### config.mk
export PLATFORM = sky130hd
export DESIGN_NAME = irq_scheduler
export DESIGN_NICKNAME = d
export VERILOG_FILES = /design/src/rtl/irq_scheduler.sv
export SDC_FILE = /design/constraint.sdc
export NUM_CORES = 1
export LEC_CHECK = 0
export BUFFER_PORTS_ARGS = -buffer_cell sky130_fd_sc_hd__clkbuf_2
export CELL_PAD_IN_SITES_DETAIL_PLACEMENT = 1
export CELL_PAD_IN_SITES_GLOBAL_PLACEMENT = 1
export CORE_ASPECT_RATIO = 2
export CORE_MARGIN = 5
export CORE_UTILIZATION = 36
export DETAILED_ROUTE_END_ITERATION = 8
export PLACE_DENSITY = 0.83
export SLEW_MARGIN = 20
export SYNTH_ARGS = -nofsm -noshare
export SYNTH_HDL_FRONTEND = slang
export SYNTH_SLANG_ARGS = --single-unit
### constraint.sdc
create_clock -name clk -period 1.5 [get_ports clk]
set_input_delay 0.225 -clock clk [delete_from_list [all_inputs] [get_ports clk]]
set_output_delay 0.225 -clock clk [all_outputs]
set_load 0.02 [all_outputs]
### src/rtl/irq_scheduler.sv
// Four-source priority interrupt scheduler: latches request edges, grants the lowest
// enabled index at an instruction boundary and tracks the handler until it returns or times out.
module irq_scheduler #(
  parameter int               W_DIR      = 10,
  parameter logic [W_DIR-1:0] VEC_BASE   = 10'h3C0,
  parameter int               VEC_STRIDE = 16,
  parameter int               TIMEOUT    = 255
) (
  input  logic             clk,
  input  logic             reset,
  input  logic [3:0]       irq_req,
  input  logic             mask_we,
  input  logic [3:0]       mask_in,
  input  logic             cpu_ready,
  input  logic             s_finish_interr,
  output logic             s_interruption,
  output logic [W_DIR-1:0] dir_vector,
  output logic [1:0]       active_id,
  output logic             busy,
  output logic [3:0]       pending,
  output logic [3:0]       mask_out,
  output logic             timeout_err
);

  typedef enum logic [1:0] {IDLE, GRANT, SERVICE} state_t;

  localparam logic [W_DIR-1:0] STRIDE   = W_DIR'(VEC_STRIDE);
  localparam logic [9:0]       CNT_LAST = 10'(TIMEOUT - 1);

  state_t     state;
  logic [3:0] irq_prev;
  logic       armed;
  logic [9:0] cnt;
  logic [3:0] rise, elig, clr;
  logic [1:0] win;
  logic       take;

  // armed stays low for the first cycle after reset so lines already high
  // are absorbed into the history instead of being seen as edges
  assign rise = armed ? (irq_req & ~irq_prev) : 4'b0000;
  assign elig = pending & mask_out;
  assign take = (state == IDLE) && (elig != 4'b0000) && cpu_ready;

  always_comb begin
    win = 2'd0;
    for (int i = 3; i >= 0; i--)
      if (elig[i]) win = 2'(i);
  end

  always_comb begin
    clr = 4'b0000;
    if (take) clr[win] = 1'b1;
  end

  always_ff @(posedge clk or negedge reset) begin
    if (!reset) begin
      irq_prev <= 4'b0000;
      armed    <= 1'b0;
      pending  <= 4'b0000;
      mask_out <= 4'hF;
    end else begin
      irq_prev <= irq_req;
      armed    <= 1'b1;
      pending  <= (pending & ~clr) | rise;
      if (mask_we) mask_out <= mask_in;
    end
  end

  always_ff @(posedge clk or negedge reset) begin
    if (!reset) begin
      state          <= IDLE;
      active_id      <= 2'd0;
      dir_vector     <= '0;
      s_interruption <= 1'b0;
      busy           <= 1'b0;
      cnt            <= 10'd0;
      timeout_err    <= 1'b0;
    end else begin
      case (state)
        IDLE: begin
          s_interruption <= 1'b0;
          if (take) begin
            state          <= GRANT;
            active_id      <= win;
            dir_vector     <= VEC_BASE + W_DIR'(win) * STRIDE;
            s_interruption <= 1'b1;
            busy           <= 1'b1;
          end
        end
        GRANT: begin
          state          <= SERVICE;
          s_interruption <= 1'b0;
          cnt            <= 10'd0;
        end
        SERVICE: begin
          cnt <= cnt + 10'd1;
          if (s_finish_interr) begin
            state <= IDLE;
            busy  <= 1'b0;
          end else if (cnt == CNT_LAST) begin
            state       <= IDLE;
            busy        <= 1'b0;
            timeout_err <= 1'b1;
          end
        end
        default: begin
          state          <= IDLE;
          busy           <= 1'b0;
          s_interruption <= 1'b0;
        end
      endcase
    end
  end

endmodule

==> results of run 1 <==
==> worst max-delay path: stages (launching register included) <==
cell and delay, ns:
dfrtp_1 0.40, inv_2 0.08, ha_4 0.12, nand4b_1 0.12, o31a_1 0.35, a21oi_2 0.14
mux2_4 0.31
==> power by group <==
part	total, W	switching (W)	internal [W]
Combinational	0.00135	0.000740	0.000609
Clock	0.000666	0.000343	0.000322
Sequential	0.00113	0.000137	0.000994
Total	0.00315	0.00122	0.00193
==> cell usage in the layout (no fill, tap or decap), types with 2 or more instances in the layout <==
cell type | synthesis | final
clkbuf_2 | 0 | 31
dfrtp_1 | 27 | 27
buf_4 | 9 | 24
nand2_1 | 12 | 11
inv_1 | 10 | 7
o21ai_0 | 10 | 7
nand3_1 | 5 | 5
conb_1 | 2 | 5
clkbuf_8 | 0 | 5
a32o_1 | 4 | 4
mux2_2 | 4 | 4
nor2_1 | 4 | 4
dfstp_2 | 4 | 4
inv_2 | 0 | 3
nand4_1 | 3 | 3
o21ai_1 | 0 | 3
nor3_1 | 4 | 3
a21o_1 | 3 | 3
ha_4 | 0 | 3
ha_1 | 6 | 3
nor2b_2 | 0 | 2
or3_1 | 2 | 2
a21oi_1 | 2 | 2
xnor2_1 | 2 | 2
xor2_1 | 2 | 2
clkinvlp_4 | 0 | 2
==> final cells by class <==
type | count | area, µm² | area share
Sequential cell | 31 | 780.7 | 0.3898
Multi-Input combinational cell | 86 | 665.6 | 0.3323
Timing Repair Buffer | 57 | 365.4 | 0.1824
Clock buffer | 5 | 68.82 | 0.03435
Tap cell | 52 | 65.06 | 0.03248
Inverter | 10 | 37.54 | 0.01874
Clock inverter | 3 | 20.02 | 0.009994
==> kinds of logic (layout without fill, tap and decap cells) <==
logic type,after synthesis,in the layout,share of synthesized area
flops,31,31,0.5329
mux,6,6,0.04526
simple gates,39,39,0.1426
buf+inv,20,75,0.07515
compound gates,26,26,0.1238
xor+xnor,4,4,0.02392
fa+ha+maj,6,6,0.05124
other cells,2,5,0.005126
==> through the flow <==
| stage | hold slack (ns) | setup WS [ns] | TNS (ns) | cell area, µm² |
|---|---|---|---|---|
| after global routing | 0.04714 | -0.1932 | -0.9986 | 2003 |
| after global placement | 0.1782 | -0.01806 | -0.01806 | 1829 |
| after floorplan | -0.07059 | -0.04212 | -0.04212 | 1519 |
| after detailed placement | 0.1816 | -0.09533 | -0.2363 | 1829 |
| after CTS | 0.04511 | -0.1103 | -0.1272 | 1946 |
| final | 0.05235 | -0.1377 | -0.3399 | 2003 |
==> routing by layer <==
layer  share of wire  up-vias
met4           0.025        0
met5               0        -
met2            0.54       34
met3           0.044       10
li1                -      573
met1            0.39      589
==> what timing repair did <==
action                                  in CTS  in global routing
gates resized for setup                      4                  7
hold endpoints to repair                    11                  0
pin swaps                                    2                  3
hold buffers                                 1                  0
buffers inserted                             2                  4
endpoints found under the setup margin       8                 10
==> state kept, by name, indices dropped and copies added (netlist names) <==
register        cells
s_interruption      1
pending             4
cnt                10
dir_vector          2
irq_prev            4
state               2
timeout_err         1
busy                1
mask_out            4
armed               1
active_id           1
==> path summary, 6_finish.rpt <==
path / start / endpoint / slack (ns) / cells past startpoint
max: cnt[0] / state[1] / -0.14 / 6
min: irq_req[2] / irq_prev[2] / 0.05 / 1
max reg2reg: cnt[0] / state[1] / -0.14 / 6
min reg2reg: irq_prev[2] / pending[2] / 0.44 / 1
max in group asynchronous: reset / cnt[4] / 0.66 / 3
min in group asynchronous: reset / pending[2] / 0.41 / 2
==> impl_metrics.yaml, run 1 <==
status:
  outcome: "complete, but fails checks"
  violations: "setup timing"
route:
  wirelength_mm: 4.035
  wire_per_inst_um: 16.54
  viasPerCell: 4.943
  first_pass_iters: 3
  vias: 1206
  drc: 0
  antenna_left: 0
  drt_iter0_markers: 21
synthesis:
  synthCells: 134
  synth_area_leader_cell: "dfrtp_1"
  synth_area_leaders: "dfrtp_1, dfstp_2, ha_1"
  synth_cell_type_count: 37
  synth_edf_count: 0
  synth.most_common_cell: "dfrtp_1"
  synthArstFlopShare: 1.000
  synth_ff_type: "dfrtp_1"
  yosysWarnings: 0
  syn_area_mm2: 0.001465
  ys_seq_area_frac: 0.5329
  synth_top_area_frac: 0.4611
  synth_seq_cells: 31
  synth_commonest_cells: "dfrtp_1, nand2_1, inv_1, o21ai_0, buf_4"
  syn_area_per_cell_um2: 10.93
layout:
  drive_gt1_frac: 0.4635
  area_growth_pct: 36.72
  nNetsFinal: 210
  nFillCells: 458
  finalNonFillerCells: 244
  post-route-util: 0.5002
  diodes: 0
sta:
  final_hold_viol_count: 0
  grt_setup_unrepaired: "yes"
  max_freq_mhz: 610.6
  slew_violations: 0
  period_share: 1.092
  fin_crit_ns: 1.638
  setup_ws_ns: -0.1377
  report.final.setup_viol: 5
  skew_ns: 0.005643
cts:
  path_clk_slew_ns: 0.07
  htreeDepth: 2
  cts-buffers-inserted: 5
  clock_latency_ns: 0.29
  root_buffer: "clkbuf_8"
  cts_buffer_depth: 2
  cts_sinks: 31
  cts_tree: "built"
grt:
  grt_overflow: 0
  grt_antenna_before_repair: 0
  grt_pass1_vias: 1366
  grt_use_met3: 0.03418
  use_met2: 0.2765
  grt_pass1_wl_mm: 6.410
  grtUsageTotal: 0.1596
  grt_use_met1: 0.1803
  grt_max_degree: 17
  top_usage_layer: "met2"
place:
  gp_congestion: 0.8027
  dp_hpwl_mm: 2.969
  io_buffers: 31
  dpl.cell_count: 230
floorplan:
  ioPinCount: 36
  core_mm2: 0.004005
  die_h_um: 100.2
  initial_utilization: 0.3658
  rows: 33
  die-width_um: 55.11
  dieArea_mm2: 0.005523
setup_path:
  crit_type: "reg2reg"
  cp-end-kind: "flop"
  critPathMaxFanout: 3
  start_kind: "flop"
  critPathArrivalTime_ns: 1.81
  cp_data_required_time_ns: 1.67
hold_path:
  hp-class: "in2reg"
pwr:
  power_w: 0.003147
  p_leak_nw: 0.9695
  p_per_area_mw_per_mm2: 1571
  ir_worst_vdd_mv: 0.8036
run:
  drv_cap: 0
(Power assumes the default switching activity.)
==> inputs of run 2 (changes only) <==
--- a/config.mk
+++ b/config.mk
@@ -13,2 +13,3 @@
 export CORE_UTILIZATION = 36
+export CTS_CLUSTER_SIZE = 30
 export DETAILED_ROUTE_END_ITERATION = 8
==> constraint.sdc (replaced) <==
create_clock -name clk -period 1.5 [get_ports clk]
set_input_delay 0.45 -clock clk [delete_from_list [all_inputs] [get_ports clk]]
set_output_delay 0.45 -clock clk [all_outputs]
set_load 0.02 [all_outputs]
==> impl_metrics.yaml, run 2 (synthesized netlist as in run 1, its figures left out) <==
status:
  outcome: "complete, but fails checks"
  violations: "setup timing"
setup_path:
  cp_top_family: "compound AO/OA/AOI/OAI gates"
  crit_chain: "inv_2, ha_4, nand4b_1, o31a_1, a21oi_2, mux2_4"
  crit_path_max_incr_delay_ns: 0.40
  crit_type: "reg2reg"
  cp_data_required_time_ns: 1.68
  cp-end-kind: "flop"
  critPathMaxFanout: 4
  start_kind: "flop"
  critPathArrivalTime_ns: 1.75
  slowest_stage: "dfrtp_1"
  reg2reg_setup_slack_ns: -0.08
  critPathBufInv: 1
pwr:
  intPower_w: 0.002183
  switching_share: 0.3641
  p_leak_nw: 1.073
  power_w: 0.003433
  seqPwrFrac: 0.329
  p_switching_w: 0.001250
  ir_worst_vdd_mv: 1.112
  p_per_area_mw_per_mm2: 1579
  pwr-share-clk: 0.253
  pwr-share-comb: 0.418
cts:
  path_clk_slew_ns: 0.07
  cts_tree: "built"
  root_buffer: "clkbuf_8"
  htreeDepth: 2
  cts_buffer_depth: 2
  cts_sinks: 31
  clock_latency_ns: 0.29
  cts-buffers-inserted: 5
  cts_hold_buffers: 0
route:
  wl_met2_mm: 2.290
  top_layer: "met4"
  wirelength_mm: 4.077
  drt-met1-wl_mm: 1.538
  vias: 1243
  drc: 0
  first_pass_iters: 3
  wire_per_inst_um: 16.37
  drt_iter0_markers: 9
  antenna_left: 0
  viasPerCell: 4.992
  wl_met3_um: 156
layout:
  diodes: 0
  regMostFlops: "cnt"
  nNetsFinal: 215
  post-route-util: 0.5430
  mostFrequentLayoutCells: "clkbuf_2, dfrtp_1, buf_4"
  layout_commonest_cell: "clkbuf_2"
  area_growth_pct: 48.42
  largest_reg_flops: 10
  drive_gt1_frac: 0.5279
grt:
  grt_pass1_vias: 1401
  grt_overflow: 0
  grtUsageTotal: 0.1678
  grt_pass1_wl_mm: 6.665
  grt_antenna_before_repair: 0
  grt_max_degree: 19
floorplan:
  die-width_um: 55.11
  rows: 33
  core_mm2: 0.004005
  ioPinCount: 36
  dieArea_mm2: 0.005523
  die_h_um: 100.2
  initial_utilization: 0.3658
sta:
  period_share: 1.053
  final_hold_viol_count: 0
  hold-worst-slack_ns: 0.07751
  fin_crit_ns: 1.579
  report.final.setup_viol: 5
  setup_ws_ns: -0.07933
  skew_ns: 0.006339
  grt_setup_unrepaired: "yes"
  slew_violations: 0
  max_freq_mhz: 633.2
hold_path:
  hp-class: "in2async"
run:
  drv_cap: 0
place:
  gp_congestion: 0.7874
  io_buffers: 31
  dp_hpwl_mm: 2.718
==> run 2: cell types whose count changed in the layout (fill, tap and decap cells not counted), sizes merged <==
cell	previous run	this run
dlygate4sd3	1	0
clkbuf	36	34
bufinv	0	1
clkinvlp	2	0
buf	25	34
==> run 2: power groups by stage <==
| stage | sequential [W] | combinational, W | clock (W) |
|---|---|---|---|
| global placement | 0.00113 | 0.00116 | 0 |
| global route | 0.00115 | 0.00156 | 0.000922 |
| detailed placement | 0.00114 | 0.00120 | 0 |
| CTS | 0.00113 | 0.00135 | 0.000891 |
| floorplan | 0.00126 | 0.000638 | 0 |
| finish | 0.00113 | 0.00144 | 0.000868 |
==> run 2: area by class of cell <==
type / count / area, µm²
Fill cell: 461 / 1831
Sequential cell: 31 / 780.7
Clock buffer: 6 / 82.58
Tap cell: 52 / 65.06
Inverter: 10 / 37.54
Timing Repair Buffer: 62 / 437.9
Multi-Input combinational cell: 86 / 735.7
Clock inverter: 2 / 35.03
==> run 2: path summary, 6_finish.rpt <==
path                                to  cells after the start   startpoint
setup / recovery              state[1]                      6       cnt[0]
hold / removal              pending[1]                      1        reset
setup reg to reg              state[1]                      6       cnt[0]
hold reg to reg             pending[2]                      1  irq_prev[2]
max in group asynchronous       cnt[3]                      2        reset
min in group clk           irq_prev[0]                      1   irq_req[0]
==> run 2: what timing repair did <==
action | CTS | global route
pin swaps | 7 | 9
setup buffers | 9 | 4
gates resized for setup | 21 | 18
endpoints found under the setup margin | 11 | 14
==> run 2: through the flow <==
stage	setup WS [ns]	instance area, µm²	TNS, ns	cells
after CTS	-0.1185	2088	-0.2829	247
after global routing	-0.1617	2175	-0.7918	249
after global placement	-0.01908	1829	-0.01908	230
after detailed placement	-0.1144	1829	-0.2157	230
after floorplan	-0.04212	1519	-0.04212	137
final	-0.07933	2175	-0.2169	249
==> run 2: worst reg2reg max path, cell delays in order (launching register included) <==
cell and delay, ns:
dfrtp_1 0.40, inv_2 0.08, ha_4 0.11, nand4b_1 0.12
o31a_1 0.32, a21oi_2 0.14, mux2_4 0.31
==> run 2: per-layer routing <==
| layer | GRT usage | vias up |
|---|---|---|
| met5 | 0 | - |
| met4 | 0.07865 | 0 |
| met3 | 0.03269 | 8 |
| met2 | 0.2965 | 32 |
| met1 | 0.1798 | 618 |
| li1 | - | 585 |
==> inputs of run 3 (changes only) <==
Settings changed: ABC_AREA from default to 1, CORE_UTILIZATION 36 to 35.
==> impl_metrics.yaml, run 3 <==
status:
  outcome: "completed"
floorplan:
  die-width_um: 57.02
  die_h_um: 104.0
  rows: 34
  initial_utilization: 0.3567
  ioPinCount: 36
  core_mm2: 0.004339
  dieArea_mm2: 0.005932
route:
  wire_per_inst_um: 15.20
  first_pass_iters: 4
  drt_iter0_markers: 29
  wirelength_mm: 4.104
  viasPerCell: 4.867
  antenna_left: 0
  drc: 0
  vias: 1314
sta:
  setup_tns_ns: 0
  final_hold_viol_count: 0
  grt_setup_unrepaired: "yes"
  hold-worst-slack_ns: 0.1691
  slew_violations: 0
  skew_ns: 0.006957
  report.final.setup_viol: 0
  max_freq_mhz: 688.1
  period_share: 0.9689
  fin_crit_ns: 1.453
synthesis:
  syn_area_mm2: 0.001548
  synthCells: 175
  synth_area_leader_cell: "dfrtp_1"
  synth_commonest_cells: "nand2_1, dfrtp_1, inv_1, nor2_1, buf_4"
  ys_seq_area_frac: 0.5044
  synth.most_common_cell: "nand2_1"
  synth_edf_count: 0
  yosysWarnings: 0
  synthArstFlopShare: 1.000
  synth_cell_type_count: 27
  synth_seq_cells: 31
  synth_top_area_frac: 0.4365
  synth_ff_type: "dfrtp_1"
  syn_area_per_cell_um2: 8.844
  synth_area_leaders: "dfrtp_1, nand2_1, dfstp_2"
pwr:
  p_leak_nw: 0.9615
  pwr-share-comb: 0.403
  switching_share: 0.3884
  p_per_area_mw_per_mm2: 1710
  pwr-share-clk: 0.258
  intPower_w: 0.002036
  seqPwrFrac: 0.339
  ir_worst_vdd_mv: 0.9086
  p_switching_w: 0.001293
  power_w: 0.003329
cts:
  path_clk_slew_ns: 0.07
  cts_hold_buffers: 0
  cts_sinks: 31
  root_buffer: "clkbuf_8"
  clock_latency_ns: 0.29
  htreeDepth: 2
  cts_buffer_depth: 2
  cts_tree: "built"
  cts-buffers-inserted: 5
setup_path:
  crit_chain: "clkbuf_2"
  cp_data_required_time_ns: 1.05
  critPathBufInv: 1
  worst-path-stages: 1
  cp_top_family: "flip-flops"
  critPathMaxFanout: 3
  start_kind: "flop"
  critPathArrivalTime_ns: 1.00
  cp-end-kind: "output port"
  slowest_stage: "dfstp_2"
  crit_path_end: "mask_out[2]"
  reg2reg_to: "cnt[2]"
  reg2reg_from: "state[1]"
  crit_type: "reg2out"
  rr_worst_depth: 7
  startpoint: "mask_out[2]"
  reg2reg_setup_slack_ns: 0.05
  crit_path_max_incr_delay_ns: 0.55
layout:
  nNetsFinal: 234
  mostFrequentLayoutCells: "nand2_1, clkbuf_2, dfrtp_1"
  diodes: 0
  regMostFlops: "cnt"
  postLayoutCellArea_mm2: 0.001947
  area_growth_pct: 25.79
  layout_commonest_cell: "nand2_1"
  largest_reg_flops: 10
  drive_gt1_frac: 0.3611
grt:
  grt_antenna_before_repair: 0
  grt_overflow: 0
  grtUsageTotal: 0.1448
  grt_pass1_vias: 1417
  grt_max_degree: 32
  grt_pass1_wl_mm: 6.506
place:
  io_buffers: 31
  dp_hpwl_mm: 2.997
  gp_congestion: 0.7763
  placed_area_mm2: 0.001744
hold_path:
  hp-class: "in2async"
run:
  drv_cap: 0
==> run 3: per-layer routing <==
| layer | up-vias | share of wire | global-route usage |
|---|---|---|---|
| li1 | 618 | - | - |
| met4 | 0 | 0.054 | 0.1028 |
| met1 | 640 | 0.32 | 0.1340 |
| met3 | 13 | 0.047 | 0.03602 |
| met2 | 43 | 0.58 | 0.2610 |
| met5 | - | 0 | 0 |
==> run 3: worst min-delay path by stage <==
| stage | startpoint | to | slack, ns | cells past startpoint |
|---|---|---|---|---|
| floorplan | reset | active_id[0] | 0.15 | 0 |
| global placement | irq_prev[0] | pending[0] | 0.43 | 1 |
| detailed placement | irq_prev[0] | pending[0] | 0.43 | 1 |
| CTS | reset | pending[0] | 0.17 | 2 |
| global route | reset | cnt[1] | 0.19 | 2 |
| finish | reset | pending[0] | 0.17 | 2 |
==> run 3: power groups by stage <==
stage / clock (W) / combinational, W / sequential [W]
after floorplan: 0 / 0.000608 / 0.00125
after global placement: 0 / 0.00109 / 0.00114
after detailed placement: 0 / 0.00113 / 0.00115
after CTS: 0.000893 / 0.00120 / 0.00113
after global routing: 0.000936 / 0.00147 / 0.00116
final: 0.000860 / 0.00134 / 0.00113
==> run 3: cell type report <==
| class | count | area, µm² |
|---|---|---|
| clock buffer | 6 | 82.58 |
| clock inverter | 2 | 35.03 |
| fill | 534 | 2392 |
| inverter | 19 | 71.32 |
| multi-input combinational | 119 | 690.7 |
| sequential | 31 | 782.0 |
| tap | 54 | 67.56 |
| timing repair buffer | 39 | 217.7 |
==> run 3: what timing repair did <==
item | in CTS | in global routing
setup endpoints to repair | 6 | 10
endpoints found under the hold margin | 0 | 0
cloned | 0 | 0
pin swaps | 0 | 5
buffers inserted | 0 | 4
resized for setup | 1 | 14
==> run 3: metrics by stage <==
step | std cells | utilization | worst slack (ns)
floorplan | 178 | - | 0.1130
global placement | 258 | 0.4020 | 0.05526
detailed placement | 258 | 0.4020 | -0.04212
CTS | 266 | 0.4319 | 0.008283
global route | 270 | 0.4487 | -0.04941
finish | 270 | 0.4487 | 0.04669
==> run 3: logic make-up after synthesis <==
kind of cell,count (synthesis),share of synthesized area
other cells,2,0.004852
mux,3,0.02183
simple gates,85,0.2611
compound gates,20,0.06953
flops,31,0.5044
fa+ha+maj,6,0.04850
buf+inv,28,0.08973
